## src/rtl/fill_valve_arbiter.sv

```systemverilog
// Round-robin arbiter sharing one water inlet among N_MACH machines, with a
// bounded hold time, a closed-valve dead gap between grants and emergency stop.
module fill_valve_arbiter #(
  parameter int N_MACH   = 4,
  parameter int MAX_HOLD = 8,
  parameter int GAP      = 2,
  parameter int CNT_W    = 4,
  localparam int ID_W    = $clog2(N_MACH)
) (
  input  logic              clk,
  input  logic              reset,
  input  logic [N_MACH-1:0] fill_req,
  input  logic [N_MACH-1:0] fill_done,
  input  logic              estop,
  output logic [N_MACH-1:0] grant,
  output logic [ID_W-1:0]   grant_id,
  output logic              main_valve,
  output logic              busy,
  output logic              timeout
);

  typedef enum logic [1:0] {S_IDLE, S_GRANT, S_GAP} state_t;

  localparam logic [CNT_W-1:0] HOLD_LAST = CNT_W'(MAX_HOLD - 1);
  localparam logic [CNT_W-1:0] GAP_LAST  = CNT_W'(GAP - 1);

  state_t             state, state_nxt;
  logic [ID_W-1:0]    ptr, ptr_nxt;
  logic [CNT_W-1:0]   hold_cnt, hold_nxt;
  logic [CNT_W-1:0]   gap_cnt, gap_nxt;
  logic [N_MACH-1:0]  grant_nxt;
  logic [ID_W-1:0]    grant_id_nxt;
  logic               timeout_nxt;
  logic [ID_W-1:0]    sel;
  logic               sel_ok;
  logic [ID_W:0]      pos;
  logic               cur_done, cur_req, hold_end, release_now, hold_only;

  // Round-robin search starting at the pointer, wrapping past N_MACH-1.
  always_comb begin
    sel    = '0;
    sel_ok = 1'b0;
    pos    = '0;
    for (int i = 0; i < N_MACH; i++) begin
      pos = {1'b0, ptr} + (ID_W+1)'(i);
      if (pos >= (ID_W+1)'(N_MACH)) pos = pos - (ID_W+1)'(N_MACH);
      if (!sel_ok && fill_req[pos[ID_W-1:0]]) begin
        sel    = pos[ID_W-1:0];
        sel_ok = 1'b1;
      end
    end
  end

  assign cur_done    = fill_done[grant_id];
  assign cur_req     = fill_req[grant_id];
  assign hold_end    = (hold_cnt == HOLD_LAST);
  assign release_now = cur_done | ~cur_req | hold_end;
  assign hold_only   = hold_end & ~cur_done & cur_req;

  always_ff @(posedge clk) begin
    if (reset) begin
      state      <= S_IDLE;
      ptr        <= '0;
      hold_cnt   <= '0;
      gap_cnt    <= '0;
      grant      <= '0;
      grant_id   <= '0;
      main_valve <= 1'b0;
      busy       <= 1'b0;
      timeout    <= 1'b0;
    end else begin
      state      <= state_nxt;
      ptr        <= ptr_nxt;
      hold_cnt   <= hold_nxt;
      gap_cnt    <= gap_nxt;
      grant      <= grant_nxt;
      grant_id   <= grant_id_nxt;
      main_valve <= |grant_nxt;
      busy       <= (state_nxt != S_IDLE);
      timeout    <= timeout_nxt;
    end
  end

  always_comb begin
    state_nxt = state;
    case (state)
      S_IDLE:  if (sel_ok) state_nxt = S_GRANT;
      S_GRANT: if (release_now) state_nxt = S_GAP;
      S_GAP:   if (gap_cnt == GAP_LAST) state_nxt = S_IDLE;
      default: state_nxt = S_IDLE;
    endcase
    if (estop) state_nxt = S_IDLE;
  end

  // Next values of the registered outputs and counters.
  always_comb begin
    grant_nxt    = grant;
    grant_id_nxt = grant_id;
    ptr_nxt      = ptr;
    hold_nxt     = hold_cnt;
    gap_nxt      = gap_cnt;
    timeout_nxt  = 1'b0;
    case (state)
      S_IDLE: begin
        if (sel_ok && !estop) begin
          grant_nxt      = '0;
          grant_nxt[sel] = 1'b1;
          grant_id_nxt   = sel;
          ptr_nxt        = (sel == ID_W'(N_MACH - 1)) ? '0 : sel + 1'b1;
          hold_nxt       = '0;
        end
      end
      S_GRANT: begin
        hold_nxt = hold_cnt + 1'b1;
        if (release_now) begin
          grant_nxt   = '0;
          gap_nxt     = '0;
          timeout_nxt = hold_only;
        end
      end
      S_GAP:   gap_nxt = gap_cnt + 1'b1;
      default: grant_nxt = '0;
    endcase
    if (estop) begin
      grant_nxt   = '0;
      timeout_nxt = 1'b0;
    end
  end

endmodule
```

## config.mk

```make
export PLATFORM = sky130hd
export DESIGN_NAME = fill_valve_arbiter
export DESIGN_NICKNAME = d
export VERILOG_FILES = /design/src/rtl/fill_valve_arbiter.sv
export SDC_FILE = /design/constraint.sdc
export NUM_CORES = 1
export LEC_CHECK = 0
export ABC_AREA = 1
export CAP_MARGIN = 20
export CORE_ASPECT_RATIO = 1.1
export CORE_MARGIN = 10
export CORE_UTILIZATION = 45
export DETAILED_ROUTE_END_ITERATION = 12
export DONT_BUFFER_PORTS = 1
export PLACE_DENSITY = 0.62
export SLEW_MARGIN = 20
export SYNTH_ARGS = -nofsm -noshare
export SYNTH_HDL_FRONTEND = slang
export SYNTH_SLANG_ARGS = --single-unit
```

## constraint.sdc

```tcl
create_clock -name clk -period 2.4 [get_ports clk]
set_input_delay 0.36 -clock clk [delete_from_list [all_inputs] [get_ports clk]]
set_output_delay 0.36 -clock clk [all_outputs]
set_load 0.05 [all_outputs]
```

* After elaboration in Yosys (flattened, before gate mapping)
Cells that the tools add are included.
Word-level totals: flip-flop bits (word level) 21, input bits 11, output and inout port bits 9, word-level logic and storage cells 103
Cells by class: add/sub/neg operators 10, magnitude comparators 11, eq/ne operators 7, multiplexer cells 40, bitwise gates (word level) 8, reductions and logical operators 18
Operators with widths (number):
- 2-to-1 mux 2 bit | 13
- 2-to-1 mux 4 bit | 5
- < comparator 2 x 3 -> 1 bit (second input constant) | 6
- one-hot mux 4 bit (2 select lines) | 2
- binary-select mux 1 bit (select 2 bit) | 6
- one-hot mux 4 bit (3 select lines) | 1
- 2-to-1 mux 1 bit | 11
- greater-or-equal comparator 3 bit (second input constant) | 3
- adder 4 x 1 -> 4 bit (second input constant) | 2
- OR reduction 4 bit | 2
- subtractor 2 x 1 -> 2 bit (second input constant) | 4
- adder 2 x 2 -> 3 bit (second input constant) | 2
- one-hot mux 2 bit (3 select lines) | 1
- AND reduction 2 bit | 3
- nonzero test 2 bit | 3
- logical AND 1 bit | 5
- == test 2 bit (second input constant) | 2
- == test 4 x 1 -> 1 bit (second input constant) | 1
- == test 4 x 3 -> 1 bit (second input constant) | 1
- logical NOT 1 bit | 4
- inequality test 2 bit (second input constant) | 2
- NOT 1 bit | 4
- adder 2 x 1 -> 3 bit (second input constant) | 1
- greater-or-equal comparator 2 x 3 -> 1 bit (second input constant) | 1
- other kinds (7) | 9

* Depth between registers and ports, before layout
depth after elaboration 22, depth in mapped cells 20, mapped depth without buffers 19

* Worst setup path after synthesis
OpenSTA, ideal clock, no wires.
kind register to register, start point register ptr[0], end point register main_valve, setup time 0.128 ns, arrival time 1.932 ns, required time 2.272 ns, setup slack 0.340 ns, stages on the path, launching flop included 19, path buffers 1, clock period less this slack 2.060 ns, cells stage by stage dfxtp_1 > buf_6 > inv_8 > nand2_1 > nand2_1 > nand2_1 > and2_4 > nand3b_1 > o21ai_1 > inv_1 > ha_1 > inv_1 > nand3_1 > nand3_1 > nand2_1 > nand2_1 > nand2_1 > nor2_1 > nor2_1
Between the ends: longest elaborated chain between the ends 22, elaborated cells on any way between the ends 47, classes of those cells add/sub (7); order compare (6); mux (25); reduce/logical (9)
RTL lines:
- start: declaration | line 28 | logic [ID_W-1:0] ptr, ptr_nxt;
- start signal: assignment | line 73 | ptr <= ptr_nxt;
- branches (longest 13 deep; another with adder 2 x 1 -> 3 bit)
- 2-to-1 mux 2 bit * | line 47 | if (!sel_ok && fill_req[pos[ID_W-1:0]]) begin
- via sel[1] | line 34 | logic [ID_W-1:0] sel;
- < comparator 2 x 3 -> 1 bit (implied by the code) or greater-or-equal comparator 2 x 1 -> 1 bit (tied branches) | line 107 | grant_nxt[sel] = 1'b1;
- logical AND 1 bit (implied by the code) | line 107
- 2-to-1 mux 1 bit (implied by the code) | line 107
- demux 1 bit (select 2 bit) * | line 107
- 2-to-1 mux 4 bit * | line 105 | if (sel_ok && !estop) begin
- one-hot mux 4 bit (3 select lines) * | line 103 | case (state)
- 2-to-1 mux 4 bit * | line 124 | if (estop) begin
- OR reduction 4 bit * | line 78 | main_valve <= |grant_nxt;
- end signal: assignment | line 78
- end: declaration | line 17 | output logic main_valve,
Mark *: on every way through the listed nets, which the timed path passes. The select of a mux whose other input is x is not followed. A chain may end at the register's enable or synchronous reset.

* Worst setup path after layout
start point register ptr[0], end point register main_valve
Between the ends: longest elaborated chain between the ends 22, elaborated cells on any way between the ends 47, classes of those cells add/sub (7); order compare (6); mux (25); reduce/logical (9)
RTL lines (line):
- branches (longest 18 deep; another with adder 2 x 1 -> 3 bit)
- 2-to-1 mux 4 bit * | 105
- one-hot mux 4 bit (3 select lines) * | 103
- 2-to-1 mux 4 bit * | 124
- OR reduction 4 bit * | 78
Mark *: on every way between the ends. The select of a mux whose other input is x is not followed.

==> results.py <==
metrics = {
    "power": {
        "intPower_w": 0.001087,
        "pwr-share-clk": 0.081,
        "p_sw_frac": 0.4857,
        "p_seq_frac": 0.261,
        "peakVddDrop_mv": 0.7579,
        "power_w": 0.002114,
        "cellPowerDensity_nw_per_um2": 1342,
        "pwr-share-comb": 0.657,
        "power_leakage_nw": 0.7176,
        "switching_power_w": 0.001027,
    },
    "timing": {
        "tns_ns": 0,
        "slew-limit-headroom": 0.6276,
        "hold_viol_final": 0,
        "fin_crit_ns": 2.275,
        "max_freq_mhz": 439.6,
        "slew_violations": 0,
        "skew_ns": 0.001410,
        "worstMarginPinSlew_ns": 0.5579,
        "period_share": 0.9478,
        "setup_viol": 0,
    },
    "synthesis": {
        "yosysSeqAreaShare": 0.3123,
        "synth-seq-cells": 21,
        "synth_top_cells_by_count": "nand2_1, inv_1, dfxtp_1",
        "yosysMostFrequentCell": "nand2_1",
        "synth_area_leaders": "dfxtp_1, nand2_1, inv_1, ha_1, nand3_1",
        "synth_cell_types": 29,
        "yosys_warnings": 0,
        "syn_inst": 196,
        "synth_fp_nets": 214,
        "syn_avg_cell_area_um2": 6.869,
        "yosysTopAreaCellShare": 0.3123,
        "async_reset_ff_frac": 0,
        "synth-edff-count": 0,
        "synthesis.area_um2": 1346,
        "synth_top_area_cell": "dfxtp_1",
        "synthFlopType": "dfxtp_1",
    },
    "drt": {
        "drc": 0,
        "vias_per_cell": 5.132,
        "wl_um": 2929,
        "dr.pass1.iters": 4,
        "routedWlPerCell_um": 12.10,
        "vias": 1242,
        "postRouteAntennaNets": 0,
        "drt_iter0_markers": 64,
    },
    "global_routing": {
        "antenna_found_initial": 0,
        "track_usage": 0.1029,
        "grt_max_degree": 12,
        "overflow": 0,
        "grt_pass1_wl_um": 4919,
        "grt_pass1_vias": 1205,
    },
    "floorplanning": {
        "fp.dieW_um": 72.15,
        "core_region_area_um2": 2828,
        "pin_count": 20,
        "die_area_um2": 5582,
        "die_h_um": 77.37,
        "placementRows": 20,
        "start_util": 0.4761,
    },
    "worst_hold_path": {
        "hp-class": "in2reg",
        "hp-start": "reset",
    },
    "cells_and_area": {
        "drive_above_1_share": 0.2823,
        "final_util": 0.5571,
        "final_area_um2": 1575,
        "num-nets-final": 228,
        "area_growth_pct": 17.01,
        "antenna_cells": 0,
    },
    "clocking": {
        "root_buffer": "clkbuf_4",
        "cts.sinks": 21,
        "cts-htree-levels": 1,
        "postCtsHoldBufs": 0,
        "clkLatencyLatePin_ns": 0.31,
        "tritoncts": "yes",
        "cts_buffers": 3,
        "cts_max_path_buffers": 2,
        "clk_pin_slew_worst_paths_ns": 0.11,
    },
    "critical_path": {
        "r2r-start": "ptr[0]",
        "crit_path_max_fanout": 8,
        "crit_end": "main_valve",
        "cp.required_ns": 2.62,
        "path_class": "reg2reg",
        "crit_path_end_kind": "flip-flop",
        "worstPathArrival_ns": 2.49,
        "worstReg2RegEnd": "main_valve",
        "rrSetupSlack_ns": 0.13,
        "r2r_cells": 20,
        "startpoint": "ptr[0]",
        "start_kind": "flip-flop",
    },
    "place": {
        "dp_hpwl_um": 2295,
        "globalplace.congestion": 0.8790,
        "io_buffers": 0,
        "postPlaceCellArea_um2": 1418,
    },
    "run_status": {
        "status": "finished clean",
    },
    "flow_run": {
        "cap_violations": 0,
    },
}
==> stage by stage <==
step           instances  hold WS, ns  setup WS, ns
6_report             242       0.1044        0.1253
4_1_cts              235      0.09752       0.08591
3_3_place_gp         231       0.4329        0.1744
2_1_floorplan        196       0.4468        0.3405
5_1_grt              242      0.09555      -0.05507
3_5_place_dp         231       0.4352        0.1128
==> critical path, cell delays in order, from the launching register on <==
cell,delay (ns)
dfxtp_4,0.39
buf_12,0.12
clkinv_8,0.06
nand2_2,0.06
nand2_2,0.08
nand2_2,0.09
nand2_4,0.06
nor2_4,0.13
nand4_1,0.12
nand3_1,0.13
o21ai_2,0.08
buf_4,0.14
ha_1,0.17
inv_1,0.06
nand3_2,0.08
nand3_2,0.09
nand2_2,0.05
nand2_2,0.07
nand2_2,0.06
nor2_2,0.10
nor2_1,0.04
==> sequential cells by signal, indices dropped and copies added (netlist names) <==
signal / count
grant_id: 2
busy: 1
hold_cnt: 4
main_valve: 1
gap_cnt: 4
ptr: 2
grant: 4
state: 2
timeout: 1
==> timing repair <==
action                                  CTS  global route
gates resized for setup                   0            24
hold endpoints to repair                  0             0
endpoints found under the setup margin    0             3
buffers inserted                          0             6
==> final cells by class <==
| cell class | instances | area, µm² |
|---|---|---|
| Fill cell | 268 | 1252 |
| Multi-Input combinational cell | 142 | 837.1 |
| Sequential cell | 21 | 425.4 |
| Inverter | 30 | 125.1 |
| Timing Repair Buffer | 12 | 120.1 |
| Tap cell | 33 | 41.29 |
| Clock buffer | 4 | 26.28 |
==> routing by layer <==
metal	GRT usage	vias to the layer above	wire, µm
li1	-	656	-
met1	0.1086	567	1184
met2	0.1926	10	1634
met3	0.01145	9	34
met4	0.05039	0	76
met5	0	-	0
==> cells by family (layout without fill, tap and decap cells) <==
family,Yosys count,after routing,synth area share
compound gates,29,29,0.1180
flops,21,21,0.3123
simple gates,106,106,0.4006
buf+inv,33,46,0.1041
fa+ha+maj,7,7,0.06505
==> worst min-delay path by stage <==
stage	end	slack, ns	cells after the start
3_3_place_gp	gap_cnt[3]	0.43	1
6_report	gap_cnt[3]	0.10	1
2_1_floorplan	hold_cnt[0]	0.45	1
4_1_cts	gap_cnt[3]	0.1	1
3_5_place_dp	gap_cnt[3]	0.44	1
5_1_grt	gap_cnt[3]	0.1	1
==> power groups by stage <==
stage | combinational [W] | clock, W | sequential [W]
finish | 0.00139 | 0.000172 | 0.000552
global route | 0.00158 | 0.000186 | 0.000562
CTS | 0.00109 | 0.000174 | 0.000542
detailed placement | 0.00109 | 0 | 0.000550
global placement | 0.00108 | 0 | 0.000551
floorplan | 0.000822 | 0 | 0.000583
==> cells in the final DEF (no fill, tap or decap), drive strengths merged <==
cell type  instances
nand4              2
o21ai             14
a21oi             11
clkinv             1
nand3             17
nor2              14
inv               29
dfxtp             21
nor3               4
or2                1
clkbuf             5
nand3b             2
o22ai              3
nand2             62
and2               1
nor4               1
a211oi             1
and3               2
ha                 7
buf               11
Note: power is estimated with default switching activity, not from simulation.
